## src/rtl/proc_mem_arbiter.sv

```systemverilog
// Round-robin burst arbiter sharing one single-ported data memory between
// PROC_COUNT processors. One owner per burst, one beat per cycle, reads
// return one cycle after the strobe.
`ifndef PROC_COUNT
`define PROC_COUNT 4
`endif

module proc_mem_arbiter #(
   parameter int unsigned PROC_COUNT = `PROC_COUNT,
   parameter int unsigned ADDR_W     = 16,
   parameter int unsigned DATA_W     = 32,
   parameter int unsigned LEN_W      = 4
) (
   input  logic                         i_clk,
   input  logic                         i_rstn,
   input  logic [PROC_COUNT-1:0]        i_req,
   input  logic [PROC_COUNT-1:0]        i_we,
   input  logic [PROC_COUNT*ADDR_W-1:0] i_addr,
   input  logic [PROC_COUNT*LEN_W-1:0]  i_len,
   input  logic [PROC_COUNT*DATA_W-1:0] i_wdata,
   output logic [PROC_COUNT-1:0]        o_gnt,
   output logic [PROC_COUNT-1:0]        o_rvalid,
   output logic [DATA_W-1:0]            o_rdata,
   output logic                         o_busy,
   output logic                         o_mem_en,
   output logic                         o_mem_we,
   output logic [ADDR_W-1:0]            o_mem_addr,
   output logic [DATA_W-1:0]            o_mem_wdata,
   input  logic [DATA_W-1:0]            i_mem_rdata
);

   localparam int unsigned PW = (PROC_COUNT > 1) ? $clog2(PROC_COUNT) : 1;

   typedef enum logic {
      S_IDLE,
      S_BURST
   } state_t;

   state_t             state_q, state_d;
   logic [PW-1:0]      owner_q, owner_d;
   logic               we_q, we_d;
   logic [ADDR_W-1:0]  base_q, base_d;
   logic [LEN_W-1:0]   len_q, len_d;
   logic [LEN_W-1:0]   beat_q, beat_d;
   logic [PW-1:0]      last_owner_q, last_owner_d;
   logic               rd_pending_q, rd_pending_d;
   logic [PW-1:0]      rd_owner_q, rd_owner_d;

   logic               found;
   logic [PW-1:0]      winner;
   logic [LEN_W-1:0]   win_len;
   logic               busy;

   // State and burst-context registers; reset may land mid-burst.
   always_ff @(posedge i_clk) begin
      if (!i_rstn) begin
         state_q      <= S_IDLE;
         owner_q      <= '0;
         we_q         <= 1'b0;
         base_q       <= '0;
         len_q        <= '0;
         beat_q       <= '0;
         last_owner_q <= PW'(PROC_COUNT - 1);
         rd_pending_q <= 1'b0;
         rd_owner_q   <= '0;
      end else begin
         state_q      <= state_d;
         owner_q      <= owner_d;
         we_q         <= we_d;
         base_q       <= base_d;
         len_q        <= len_d;
         beat_q       <= beat_d;
         last_owner_q <= last_owner_d;
         rd_pending_q <= rd_pending_d;
         rd_owner_q   <= rd_owner_d;
      end
   end

   // Round-robin winner: first request at or above last_owner+1, wrapping.
   always_comb begin
      int unsigned cand;
      found  = 1'b0;
      winner = '0;
      cand   = 0;
      for (int unsigned i = 0; i < PROC_COUNT; i++) begin
         cand = (32'(last_owner_q) + 32'd1 + i) % PROC_COUNT;
         if (!found && i_req[PW'(cand)]) begin
            found  = 1'b1;
            winner = PW'(cand);
         end
      end
      win_len = i_len[winner*LEN_W +: LEN_W];
   end

   // Next-state: latch burst context in IDLE, count beats in BURST.
   always_comb begin
      state_d      = state_q;
      owner_d      = owner_q;
      we_d         = we_q;
      base_d       = base_q;
      len_d        = len_q;
      beat_d       = beat_q;
      last_owner_d = last_owner_q;
      case (state_q)
         S_IDLE: begin
            if (found) begin
               state_d = S_BURST;
               owner_d = winner;
               we_d    = i_we[winner];
               base_d  = i_addr[winner*ADDR_W +: ADDR_W];
               len_d   = (win_len == '0) ? LEN_W'(1) : win_len;
               beat_d  = '0;
            end
         end
         S_BURST: begin
            if (beat_q == len_q - LEN_W'(1)) begin
               state_d      = S_IDLE;
               last_owner_d = owner_q;
            end else begin
               beat_d = beat_q + LEN_W'(1);
            end
         end
      endcase
   end

   // Memory port, grants and read-return routing, all zero outside a burst.
   always_comb begin
      busy         = (state_q == S_BURST);
      rd_pending_d = busy & ~we_q;
      rd_owner_d   = owner_q;
      o_busy       = busy;
      o_mem_en     = busy;
      o_mem_we     = busy & we_q;
      o_mem_addr   = busy ? (base_q + ADDR_W'(beat_q)) : '0;
      o_mem_wdata  = busy ? i_wdata[owner_q*DATA_W +: DATA_W] : '0;
      o_gnt        = busy ? (PROC_COUNT'(1) << owner_q) : '0;
      o_rvalid     = rd_pending_q ? (PROC_COUNT'(1) << rd_owner_q) : '0;
      o_rdata      = rd_pending_q ? i_mem_rdata : '0;
   end

endmodule

```

## config.mk

```make
export PLATFORM = sky130hd
export DESIGN_NAME = proc_mem_arbiter
export DESIGN_NICKNAME = d
export VERILOG_FILES = /design/src/rtl/proc_mem_arbiter.sv
export SDC_FILE = /design/constraint.sdc
export NUM_CORES = 1
export LEC_CHECK = 0
export ABC_AREA = 1
export BUFFER_PORTS_ARGS = -buffer_cell sky130_fd_sc_hd__buf_2
export CAP_MARGIN = 20
export CORE_AREA = 2 2 133 135
export DETAILED_ROUTE_END_ITERATION = 7
export DIE_AREA = 0 0 135 137
export SLEW_MARGIN = 10
export SYNTH_ARGS = -nofsm -noshare
export SYNTH_HDL_FRONTEND = slang
export SYNTH_SLANG_ARGS = --single-unit
```

## constraint.sdc

```tcl
create_clock -name i_clk -period 2.32 [get_ports i_clk]
set_input_delay 0.464 -clock i_clk [delete_from_list [all_inputs] [get_ports i_clk]]
set_output_delay 0.464 -clock i_clk [all_outputs]
set_load 0.01 [all_outputs]
```

Word-level counts from Yosys, hierarchy flattened
Cells that the tools add are included.
{"block": "totals", "reg_bits": 33, "input_bits": 250, "out_inout_bits": 91, "elab_cells": 73}
{"block": "op_classes", "addsub": 7, "order_cmp": 5, "eq_ne": 3, "shifts": 5, "muxes": 30, "bitwise_logic": 4, "reduce_logical": 10}
{"cell": "indexed part select 128 x 8 -> 32 bit", "n": 1}
{"cell": "two-way mux 32 bit", "n": 2}
{"cell": "indexed part select 64 x 7 -> 16 bit", "n": 1}
{"cell": "two-way mux 4 bit", "n": 5}
{"cell": "adder 16 x 4 -> 16 bit", "n": 1}
{"cell": "two-way mux 16 bit", "n": 1}
{"cell": "indexed part select 16 x 5 -> 4 bit", "n": 1}
{"cell": "< comparator 2 x 3 -> 1 bit (second input constant)", "n": 5}
{"cell": "two-way mux 1 bit", "n": 11}
{"cell": "binary-select mux 1 bit (select 2 bit)", "n": 5}
{"cell": "two-way mux 2 bit", "n": 4}
{"cell": "one-hot mux 4 bit (2 select lines)", "n": 1}
{"cell": "left shift 1 x 2 -> 4 bit (first input constant)", "n": 2}
{"cell": "AND reduction 2 bit", "n": 3}
{"cell": "adder 2 x 1 -> 2 bit (second input constant)", "n": 2}
{"cell": "adder 2 bit (second input constant)", "n": 2}
{"cell": "adder 4 x 1 -> 4 bit (second input constant)", "n": 1}
{"cell": "== test 4 bit", "n": 1}
{"cell": "zero test 4 bit", "n": 1}
{"cell": "!= test 2 bit (second input constant)", "n": 2}
{"cell": "subtractor 4 x 1 -> 4 bit (second input constant)", "n": 1}
{"cell": "logical AND 1 bit", "n": 3}
{"cell": "zero test 1 bit", "n": 3}
{"cell": "AND 1 bit", "n": 2}
{"cell": "2 further kinds", "n": 3}

Depth between registers and ports, before layout
{"block": "logic_depth", "word_depth": 16, "mapped_depth": 19}

Worst setup path after synthesis
OpenSTA, ideal clock, no wires.
{"block": "synth_timing", "path_type": "register -> output", "start": "register beat_q[0]", "end": "output port o_mem_addr[12]", "arrival_ps": 1939, "required_time_ps": 1856, "slack_ps": -83, "path_stages_with_launch": 15, "cell_sequence": "dfxtp_1 -> ha_1 -> fa_1 -> nand3_1 -> nand2_1 -> nand2_1 -> nor2_1 -> nand2_1 -> nor2_1 -> nand2_1 -> nor2_1 -> nand2_1 -> inv_1 -> a21oi_1 -> nor3_1"}
{"block": "synth_via", "elab_chain_cells": 2}
{"item": "from (decl)", "line": "44", "text": "logic [LEN_W-1:0] beat_q, beat_d;"}
{"item": "from (signal assigned)", "line": "72", "text": "beat_q <= beat_d;"}
{"item": "adder 16 x 4 -> 16 bit", "line": "134", "text": "o_mem_addr = busy ? (base_q + ADDR_W'(beat_q)) : '0;"}
{"item": "two-way mux 16 bit", "line": "134"}
{"item": "to (decl)", "line": "27", "text": "output logic [ADDR_W-1:0] o_mem_addr,"}
No other way between the ends.

Worst setup path in the final report
{"block": "layout_timing", "start": "register base_q[0]", "end": "output port o_mem_addr[12]"}
{"block": "layout_via", "elab_chain_cells": 2}
{"item": "from (decl)", "line": "42", "text": "logic [ADDR_W-1:0] base_q, base_d;"}
{"item": "from (signal assigned)", "line": "70", "text": "base_q <= base_d;"}
{"item": "adder 16 x 4 -> 16 bit", "line": "134"}
{"item": "two-way mux 16 bit", "line": "134"}
No other way between the ends.

==> metrics.md <==
| Metric | Value |
|---|---|
| Layout cells sized above 1 | 46.2% |
| Cts hold-fix bufs | 0 |
| Core Region | 17,100 µm² |
| Ports | 341 |
| Synth Cell Area | 4010 µm² |
| Distinct cell type count after synthesis | 39 |
| NetSw | 1.71 mW |
| Final setup vio count | 10 |
| Clk sinks | 33 |
| Combinational power share | 60.6% |
| DRC viols | 0 |
| Antenna viol nets, final | 0 |
| Int Power | 2.26 mW |
| Met3 WL | 1600 µm |
| Die height | 137 µm |
| Yosys warnings | 0 |
| Worst path cell trace | ha_4 -> fa_2 -> nand3_2 -> nand2_2 -> nand2_4 -> nor2_4 -> nand2_2 -> nor2_4 -> nand2_2 -> nor2_4 -> nand2_2 -> inv_2 -> a21oi_2 -> nor3_2 -> buf_2 |
| Clk Latency, worst-skew pair | 0.28 ns |
| Pleak | 4.02 nW |
| Gr ovfl total | 0 |
| Fillers | 1,874 |
| Rel. slew slack | 61.1% |
| Switching portion of total power | 43.1% |
| CTS buffer count | 5 |
| CTS tree | built |
| Final core occ | 40.9% |
| Multi-input logic area | 2910 µm² |
| Avg Cell Area, Syn | 5.60 µm² |
| Worst Tran Pin Value | 0.583 ns |
| Root buffer cell | clkbuf_16 |
| Async SR Flop Fraction | 0% |
| Dpl hpwl | 15,700 µm |
| RSZ-0062 raised after global routing | true |
| HP Class | register to register |
| Kind of critical path | register to primary output |
| Clock share of power | 19.8% |
| Rows | 48 |
| Part of the power in registers | 19.6% |
| Initial DRC Count | 287 |
| Syn Inst Count | 716 |
| Top Layer Used | met5 |
| CP startpoint kind | register |
| Total wire length | 20,300 µm |
| Tot Pwr | 3.98 mW |
| Largest net degree at the start of global routing | 33 |
| Met2 WL | 10,600 µm |
| Crit path top cell by count | nand2_2 |
| Vias per cell | 4.73 |
| Worst EP required | 1.86 ns |
| Status | finished with violations |
| EDFF count, synth | 0 |
| CP arrival | 2.25 ns |
| Seq/Total Area, Yosys | 16.5% |
| Initial antenna violation count | 3 |
| First drt pass iteration count | 5 |
| Clk pin slew, worst setup/hold paths | 0.05 ns |
| Hold Vio Cnt, Final | 0 |
| Htree depth | 2 |
| Pins over their slew limit | 0 |
| Width of the die | 135 µm |
| Final period util | 117% |
| Crit path max fanout | 3 |
| Maxcap violations | 0 |
| Slowest cell delay on critical path | 0.35 ns |
| R2r setup slk | 0.09 ns |
| CP top delay family | simple AND/OR/NAND/NOR gates |
| Synthesized net count | 973 |
| Vias | 6,237 |
| Reg2Reg Launch Point | last_owner_q[0]$_SDFFE_PN1P_ |
| Placed Cells | 1,270 |
| VDD IR-drop max | 0.288 mV |
| Main flop type after synthesis | dfxtp_1 |
| Port Buffer Count | 340 |
| RD Place Congestion | 0.859 |
| CP bufs+invs | 2 |
| Vias in the first global route | 5,556 |
| Starting Density | 23.5% |
| Crit path launch | base_q[0]$_SDFFE_PN0P_ |
| Die area | 18,500 µm² |
| M1 wire length | 7740 µm |
| Finished Layout Cells | 1,320 |
| Final critical-path required period | 2.72 ns |
| Worst setup margin | -0.397 ns |
| Area growth from synthesis to layout | 73.8% |
| First-pass GRT wire length | 28,000 µm |
| Register area | 671 µm² |
| DR WL/cell | 15.4 µm |
| Violated checks | setup timing |
| Critical path's slowest cell | dfxtp_2 |
| Clock Skew | 0.00600 ns |
| Fmax | 368 MHz |
| Synthesized flop and latch total | 33 |
| CP endpoint kind | primary output |
| GRT Total Usage | 19.2% |
| P per Cell Area | 571 nW/µm² |
| Critical hold path startpoint | we_q$_SDFFE_PN0P_ |
| # nets final | 1,350 |
| Max Root-Sink Buffers | 2 |
## synth_stat cells (2+ instances only)
library cell / count / area [µm²]
a21oi_1: 23 / 115
a22oi_1: 32 / 240
a31oi_1: 32 / 200
and3_1: 2 / 12.5
buf_2: 4 / 20.0
buf_4: 4 / 30.0
buf_6: 4 / 45.0
clkbuf_1: 33 / 124
clkinv_1: 2 / 7.51
dfxtp_1: 33 / 661
ha_1: 6 / 75.1
inv_1: 122 / 458
inv_2: 2 / 7.51
nand2_1: 132 / 495
nand2_2: 8 / 50.1
nand2_4: 2 / 22.5
nand3_1: 102 / 510
nand3_4: 2 / 35.0
nor2_1: 69 / 259
nor2_2: 3 / 18.8
nor2_4: 2 / 22.5
nor3_1: 15 / 75.1
o211ai_1: 11 / 82.6
o21ai_0: 30 / 150
o21ai_1: 21 / 105
xnor2_1: 5 / 43.8
xor2_1: 3 / 26.3
## worst paths after layout
| path | to | cells past startpoint |
|---|---|---|
| worst max-delay path | o_mem_addr[12] | 15 |
| worst min-delay path | rd_pending_q$_SDFF_PN0_ | 1 |
| worst max register to register | base_q[12]$_SDFFE_PN0P_ | 17 |
| worst min register to register | rd_pending_q$_SDFF_PN0_ | 1 |
## cells by family (layout without fill, tap and decap cells)
logic type	after synthesis	in the layout	synth area share (%)
AND/OR/NAND/NOR	340	341	38.3
flip-flops	33	33	16.5
other	0	1	0
AO/OA/AOI/OAI	153	153	23.3
XOR/XNOR	8	8	1.75
buffers and inverters	175	552	17.9
adder cells (fa/ha/maj)	7	7	2.37
## repair_timing
item,4_1_cts,5_1_grt
gates cloned,0,4
pin swaps,10,37
buffers inserted,9,34
gates resized for setup,23,69
endpoints found under the setup margin,32,47
## sequential cells by signal, summed over array words and instances (netlist names)
name	count
base_q	16
beat_q	4
len_q	4
last_owner_q	2
owner_q	2
rd_owner_q	2
o_busy	1
rd_pending_q	1
we_q	1
## layout by cell type, fill, tap and decap left out, types with 20 or more instances in the layout
| cell | n |
|---|---|
| a31oi_1 | 32 |
| inv_1 | 119 |
| dfxtp_1 | 25 |
| a22oi_1 | 31 |
| buf_4 | 59 |
| buf_2 | 340 |
| nor2_1 | 59 |
| o21ai_1 | 21 |
| o21ai_0 | 26 |
| nand2_1 | 118 |
| a21oi_1 | 20 |
| nand3_1 | 95 |
## cell type report
class | count | area share (%)
clock inverters | 2 | 0.538
multi-input cells | 509 | 41.7
clock buffers | 6 | 1.99
inverters | 128 | 7.27
diodes | 1 | 0.0359
repair buffers | 416 | 34.8
well taps | 225 | 4.04
flip-flops and latches | 33 | 9.62
## metrics by stage
stage	cell area [µm²]	hold WS (ns)	setup slack, ns	TNS [ns]
2_1_floorplan	4020	0.425	0.0119	0
3_3_place_gp	6100	0.460	-0.209	-0.694
3_5_place_dp	6100	0.466	-0.234	-0.849
4_1_cts	6430	0.476	-0.432	-3.18
5_1_grt	6970	0.500	-0.593	-4.77
6_report	6970	0.477	-0.397	-2.99
## routing by layer
| metal | track usage, % | vias up |
|---|---|---|
| met3 | 4.19 | 32 |
| met2 | 37.7 | 272 |
| met4 | 3.53 | 2 |
| li1 | - | 3097 |
| met5 | 0 | - |
| met1 | 21.3 | 2834 |
## power groups by stage
stage | clock [mW] | sequential [mW] | combinational, mW
final | 0.788 | 0.781 | 2.41
after global routing | 0.823 | 0.792 | 2.64
after CTS | 0.805 | 0.769 | 2.10
after detailed placement | 0 | 0.770 | 2.06
after global placement | 0 | 0.769 | 2.05
after floorplan | 0 | 0.738 | 1.26
Note: power is estimated with default switching activity, not from simulation.
